## config.mk

```make
export PLATFORM = sky130hd
export DESIGN_NAME = register_8b
export DESIGN_NICKNAME = d
export VERILOG_FILES = /design/src/rtl/register_8b_pkg.sv /design/src/rtl/register_8b_stage.sv /design/src/rtl/register_8b.sv
export SDC_FILE = /design/constraint.sdc
export NUM_CORES = 1
export LEC_CHECK = 0
export CAP_MARGIN = 40
export CORE_MARGIN = 2
export CORE_UTILIZATION = 35
export DETAILED_ROUTE_END_ITERATION = 6
export GPL_TIMING_DRIVEN = 0
export PLACE_DENSITY = 0.66
export SYNTH_ARGS = -nofsm -noshare
export SYNTH_HDL_FRONTEND = slang
export SYNTH_HIERARCHICAL = 1
export SYNTH_SLANG_ARGS = --single-unit
export TNS_END_PERCENT = 100
```

## constraint.sdc

```tcl
create_clock -name clk -period 1.5 [get_ports clk]
set_input_delay 0.45 -clock clk [delete_from_list [all_inputs] [get_ports clk]]
set_output_delay 0.45 -clock clk [all_outputs]
set_load 0.01 [all_outputs]
```

## src/rtl/register_8b_pkg.sv

```systemverilog
// Shared constants and types for the register_8b storage element family.
package register_8b_pkg;

  localparam int unsigned REG_DEFAULT_WIDTH = 8;
  localparam int unsigned REG_MAX_STAGES    = 8;
  localparam int unsigned REG_MAX_WIDTH     = 64;

  // Default 8-bit data word.
  typedef logic [REG_DEFAULT_WIDTH-1:0] reg_word_t;

  // Width of a counter that must hold values 0..max_val inclusive.
  function automatic int unsigned cnt_width(input int unsigned max_val);
    int unsigned w;
    w = 1;
    while ((1 << w) <= max_val) w++;
    return w;
  endfunction

endpackage

```

## src/rtl/register_8b_stage.sv

```systemverilog
// Single WIDTH-bit pipeline flop with asynchronous active-high reset to RESET_VALUE.
module register_8b_stage #(
  parameter int unsigned      WIDTH       = 8,
  parameter logic [WIDTH-1:0] RESET_VALUE = '0
) (
  input  logic             clk,
  input  logic             rst,
  input  logic [WIDTH-1:0] d,
  output logic [WIDTH-1:0] q
);

  // Capture d on every rising edge; no enable.
  always_ff @(posedge clk or posedge rst) begin
    if (rst) q <= RESET_VALUE;
    else     q <= d;
  end

endmodule

```

## src/rtl/register_8b.sv

```systemverilog
// Parameterised pipelined register: STAGES flops between in and out, plus a
// fill counter driving valid. Optional change detector enabled by defining
// REGISTER_8B_CHANGE_EN (adds the changed output).
module register_8b
  import register_8b_pkg::*;
#(
  parameter int unsigned              WIDTH       = REG_DEFAULT_WIDTH,
  parameter logic [REG_MAX_WIDTH-1:0] RESET_VALUE = '0,
  parameter int unsigned              STAGES      = 1
) (
  input  logic             clk,
  input  logic             rst,
  input  logic [WIDTH-1:0] in,
  output logic [WIDTH-1:0] out,
`ifdef REGISTER_8B_CHANGE_EN
  output logic             changed,
`endif
  output logic             valid
);

  localparam int unsigned      CNT_W  = cnt_width(REG_MAX_STAGES);
  localparam logic [WIDTH-1:0] RST_W  = RESET_VALUE[WIDTH-1:0];
  localparam logic [CNT_W-1:0] FULL   = CNT_W'(STAGES);

  // Reject illegal configurations at elaboration.
  generate
    if (WIDTH < 1 || WIDTH > REG_MAX_WIDTH) begin : g_bad_width
      $error("register_8b: WIDTH must be in 1..64");
    end
    if (STAGES < 1 || STAGES > REG_MAX_STAGES) begin : g_bad_stages
      $error("register_8b: STAGES must be in 1..8");
    end
  endgenerate

  logic [WIDTH-1:0] s [STAGES];

  // Chain of identical stages: s[0] takes in, s[k] takes s[k-1].
  generate
    for (genvar k = 0; k < STAGES; k++) begin : g_stage
      if (k == 0) begin : g_first
        register_8b_stage #(.WIDTH(WIDTH), .RESET_VALUE(RST_W)) u_stage (
          .clk (clk),
          .rst (rst),
          .d   (in),
          .q   (s[k])
        );
      end else begin : g_next
        register_8b_stage #(.WIDTH(WIDTH), .RESET_VALUE(RST_W)) u_stage (
          .clk (clk),
          .rst (rst),
          .d   (s[k-1]),
          .q   (s[k])
        );
      end
    end
  endgenerate

  assign out = s[STAGES-1];

  logic [CNT_W-1:0] cnt_q;
  logic [CNT_W-1:0] cnt_d;

  // Fill counter next value: count edges since reset, saturating at STAGES.
  always_comb begin
    cnt_d = cnt_q;
    if (cnt_q != FULL) cnt_d = cnt_q + CNT_W'(1);
  end

  // Fill counter and registered valid flag.
  always_ff @(posedge clk or posedge rst) begin
    if (rst) begin
      cnt_q <= '0;
      valid <= 1'b0;
    end else begin
      cnt_q <= cnt_d;
      valid <= (cnt_d == FULL);
    end
  end

`ifdef REGISTER_8B_CHANGE_EN
  logic [WIDTH-1:0] last_d;

  // Value the last stage loads on the next edge.
  generate
    if (STAGES == 1) begin : g_last_in
      assign last_d = in;
    end else begin : g_last_chain
      assign last_d = s[STAGES-2];
    end
  endgenerate

  // The pre-edge out acts as prev: changed is registered so it pulses for the
  // cycle after an edge that alters out, and only when out was already valid,
  // which keeps it low on the first valid cycle after reset.
  always_ff @(posedge clk or posedge rst) begin
    if (rst) changed <= 1'b0;
    else     changed <= valid && (last_d != out);
  end
`endif

endmodule

```

* Yosys cells after proc, flatten, opt, wreduce, memory -nomap -nowiden
Cells that the tools add are included.
** Storage, ports and cells
- Register bits after elaboration :: 13
- Latch bits :: 0
- Bits in writable memories :: 0
- Memory bits (read-only) :: 0
- Input port bits :: 10
- Output and inout bits :: 9
- Logic and storage cells :: 7
- Memories kept :: 0
** Operators by class
- $add $sub $neg :: 1
- $mul :: 0
- Div/mod/pow operators :: 0
- $lt $le $gt $ge :: 0
- Equality and inequality tests :: 2
- Shift-type cells :: 0
- Mux-type cells :: 1
- Bitwise logic cells :: 0
- Reduce and logical (&&, ||, !) cells :: 0
** Operator list (number)
- adder 4 x 1 -> 4 bit (second input constant) :: 1
- equality test 4 x 1 -> 1 bit (second input constant) :: 1
- 2-to-1 mux 4 bit :: 1
- != test 4 x 1 -> 1 bit (second input constant) :: 1

* Depth between registers and ports, before layout
- Depth in word-level cells :: 3
- Depth in mapped cells :: 5
- Mapped depth without buffers :: 5

* Modules after synthesis
Netlist, hierarchy kept.
** Modules (own cells, without submodules)
- register_8b :: times used 1, cells an instance 28, area an instance 286.5 um2, sequential area each 125.1 um2
- register_8b_stage :: times used 1, cells an instance 9, area an instance 203.9 um2, sequential area each 200.2 um2

* Least setup slack after synthesis
No wires, ideal clock.
- Path type :: register to register
- Start :: register cnt_q[0]
- End :: register valid
- Setup time :: 0.126 ns
- Arrival time :: 1.233 ns
- Required time :: 1.374 ns
- Path slack :: 0.141 ns
- Cell stages (with the launch flop) :: 5
- Path buffers :: 0
- Clock period less this slack :: 1.359 ns
- Cell sequence :: dfrtp_1 -> ha_1 -> or3b_4 -> a22oi_2 -> a21oi_1
** On the way
- Word-level cells in the longest chain between the ends :: 3
- Elaborated cells on any way between the ends :: 4
- Those cells by class :: add/sub: 1; eq/ne: 2; mux: 1
** Ends and longest elaborated chain
- start: declaration :: RTL line register_8b.sv:60 : logic [CNT_W-1:0] cnt_q;
- start signal: assignment :: RTL line register_8b.sv:75 : cnt_q <= cnt_d;
- adder 4 x 1 -> 4 bit / != test 4 x 1 -> 1 bit (equally long branches) :: RTL line register_8b.sv:66 : if (cnt_q != FULL) cnt_d = cnt_q + CNT_W'(1);
- 2-to-1 mux 4 bit (*) :: RTL line register_8b.sv:66
- equality test 4 x 1 -> 1 bit (*) :: RTL line register_8b.sv:76 : valid <= (cnt_d == FULL);
- end signal: assignment :: RTL line register_8b.sv:76
- end: declaration :: RTL line register_8b.sv:18 : output logic valid
Mark *: on every way between the ends. The rest lies on a longest branch, timed or not.

* Worst setup path after layout
- Start :: register cnt_q[1]
- End :: register valid
The elaborated chain is that of the path after synthesis.

==> reports/metrics.yaml <==
io_pins: 19
leakagePower_nw: 0.321
antenna_cells: 0
fp.dieW_um: 41.4
synth.avg_cell_area_um2: 13.3
grtUsageTotal_pct: 13.6
drv_cap: 0
startpoint_type: "register"
synth_top_area_cell: "dfrtp_1"
cp_num_cells: 5
grt_overflow_total: 0
initial_utilization_pct: 37.7
finalSetupViolations: 0
coreArea_um2: 1300
final_layout_size_suffix_gt1_share_pct: 18.0
post_drt_wl_per_cell_um: 12.3
synth_cell_types: 16
cts_htree_levels: 1
die_area_um2: 1720
slew_violations: 0
cts_inserted_buffers: 3
clk_path_buf_depth: 2
pre_cts_ws_ns: 0.00589
rows: 13
cts_root_buffer: "clkbuf_4"
ir_worst_vdd_mv: 0.556
dp.cells: 70
tightest_slew_ns: 0.297
clk-insertion-delay-late_ns: 0.26
crit_type: "register to register"
n_fill_cell: 123
netlist_top_cells_area: "dfrtp_1 66%, ha_1 5.1%, inv_1 3.8%, a21oi_1 3.1%, nor4b_2 3.1%"
cts_tree: "yes"
drt_iter0_markers: 5
antenna_found_initial: 0
async_flop_share_pct: 100
endpoint_kind: "register"
cellPowerDensity_nw_per_um2: 847
fp.dieH_um: 41.4
rsz0062_at_grt: "false"
slowest_delay_ns: 0.43
finalCritPeriodShare_pct: 94.1
synth-edff-count: 0
antenna_left: 0
r2r_cells: 5
ys_ff_latch: 13
critical_path.top_delay_family: "flip-flops"
crit_chain: "inv_1 > ha_2 > or3b_4 > a22oi_2 > a21oi_1"
fmax_ghz: 0.709
critPathSlowestCell: "dfrtp_2"
dr.pass1.iters: 4
min_path_type: "primary input to asynchronous set/reset pin"
io_buffers: 18
nNetsFinal: 74
cp_num_buf_inv: 1
cts_hold_buf: 0
layout_min_cycle_time_ns: 1.41
grt_max_degree: 9
cp_max_fo: 4
final.setup_skew_ns: 0.00532
synth.cell_area_um2: 490
dr_total_vias: 364
first_global_vias: 357
final_cells: 76
arrival_ns: 1.56
vias_per_cell: 4.79
status: "finished, final reports clean"
grt_pass1_wl_mm: 1.73
netlist_instances: 37
yosysTopAreaCellShare_pct: 66.3
yosysMostFrequentCell: "dfrtp_1"
yosysWarnings: 6
seq_area_frac_synth_pct: 66.3
synthTopCellsByCount: "13 x dfrtp_1, 5 x inv_1, 3 x a21oi_1"
hold_viol: 0
layout_setup_ws_ns: 0.0887
synth_nets: 49
relSlewSlack_pct: 80.2
dpl.hpwl_um: 731
cts_sinks: 13
fin_hold_ws_ns: 0.417
synthFlopType: "dfrtp_1"
cts.clk_slew.worst_paths_ns: 0.07
routed_wl_um: 931
remaining_drc_errors: 0
crit_required_ns: 1.64
gp_congestion: 0.726
areaGrowthSynthToFinish_pct: 47.7
==> path summary, 6_finish.rpt <==
path / startpoint / end / slack, ns
min in group clk: cnt_q[0] / cnt_q[0] / 0.56
worst min-delay path: rst / cnt_q[3] / 0.42
worst min register to register: cnt_q[0] / cnt_q[0] / 0.56
worst max register to register: cnt_q[1] / valid / 0.09
worst max-delay path: cnt_q[1] / valid / 0.09
max in group asynchronous: rst / g_stage[0].g_first.u_stage/q[2] / 0.83
==> through the flow <==
| stage | util (%) | power [mW] | instance area (um^2) | setup TNS, ns |
|---|---|---|---|---|
| after floorplan | - | 0.383 | 490 | 0 |
| after detailed placement | 53.0 | 0.431 | 689 | 0 |
| after global routing | 55.7 | 0.646 | 724 | 0 |
| after global placement | 53.0 | 0.429 | 689 | -0.00321 |
| final | 55.7 | 0.613 | 724 | 0 |
| after CTS | 54.2 | 0.626 | 706 | 0 |
==> worst reg2reg max path, stage by stage (launching register included) <==
cell,delay [ns]
dfrtp_2,0.43
inv_1,0.06
ha_2,0.19
or3b_4,0.40
a22oi_2,0.15
a21oi_1,0.06
==> state kept, by name (all words and copies together), names as in the netlist <==
register                   count
g_stage.g_first.u_stage/q      8
valid                          1
cnt_q                          4
==> area by class of cell <==
type / instances / area (um^2) / area share, %
Sequential cell: 13 / 328 / 45.3
Timing Repair Buffer: 20 / 184 / 25.4
Multi-Input combinational cell: 19 / 149 / 20.6
Clock buffer: 4 / 26.3 / 3.63
Inverter: 5 / 18.8 / 2.59
Tap cell: 15 / 18.8 / 2.59
==> power breakdown <==
group / internal, mW / switching (mW) / total [mW]
Clock: 0.103 / 0.0965 / 0.199
Combinational: 0.0310 / 0.0197 / 0.0507
Sequential: 0.361 / 0.00245 / 0.363
==> what timing repair did <==
item	in CTS	in global routing
resized for setup	10	2
endpoints found under the setup margin	10	1
pin swaps	0	0
buffers inserted	0	2
==> metal layers <==
metal / global-route usage, % / routed length [um] / vias up
met4: 7.74 / 12 / 0
met1: 15.8 / 401 / 170
li1: - / - / 173
met3: 5.22 / 70 / 2
met5: 0 / 0 / -
met2: 21.3 / 447 / 19
==> logic make-up (layout without fill, tap and decap cells) <==
logic type	Yosys count	count (layout)	share of synthesized area, %
DFF	13	13	66.3
and+or+nand+nor	8	8	12.0
AOI/OAI and AO/OA	7	7	9.18
buffers and inverters	5	29	3.83
adders and majority gates	2	2	5.10
xor gates and xnor gates	2	2	3.57
==> cells in the final DEF, fill, tap and decap left out <==
cell,synthesis,routed
a22oi_2,1,1
buf_4,0,2
nand2b_1,1,1
o211ai_1,1,1
clkdlybuf4s50_1,0,9
clkbuf_1,0,1
nand3_1,2,2
or3b_4,1,1
xnor2_1,1,1
a21oi_1,3,3
nor2b_1,1,1
dfrtp_2,0,2
nor2_1,1,1
and3_1,1,1
dfrtp_1,13,11
xor2_1,1,1
ha_1,2,1
dlygate4sd2_1,0,9
o21ai_0,2,2
nor4b_2,1,1
ha_2,0,1
inv_1,5,5
clkbuf_4,0,3
(Power assumes the default switching activity.)
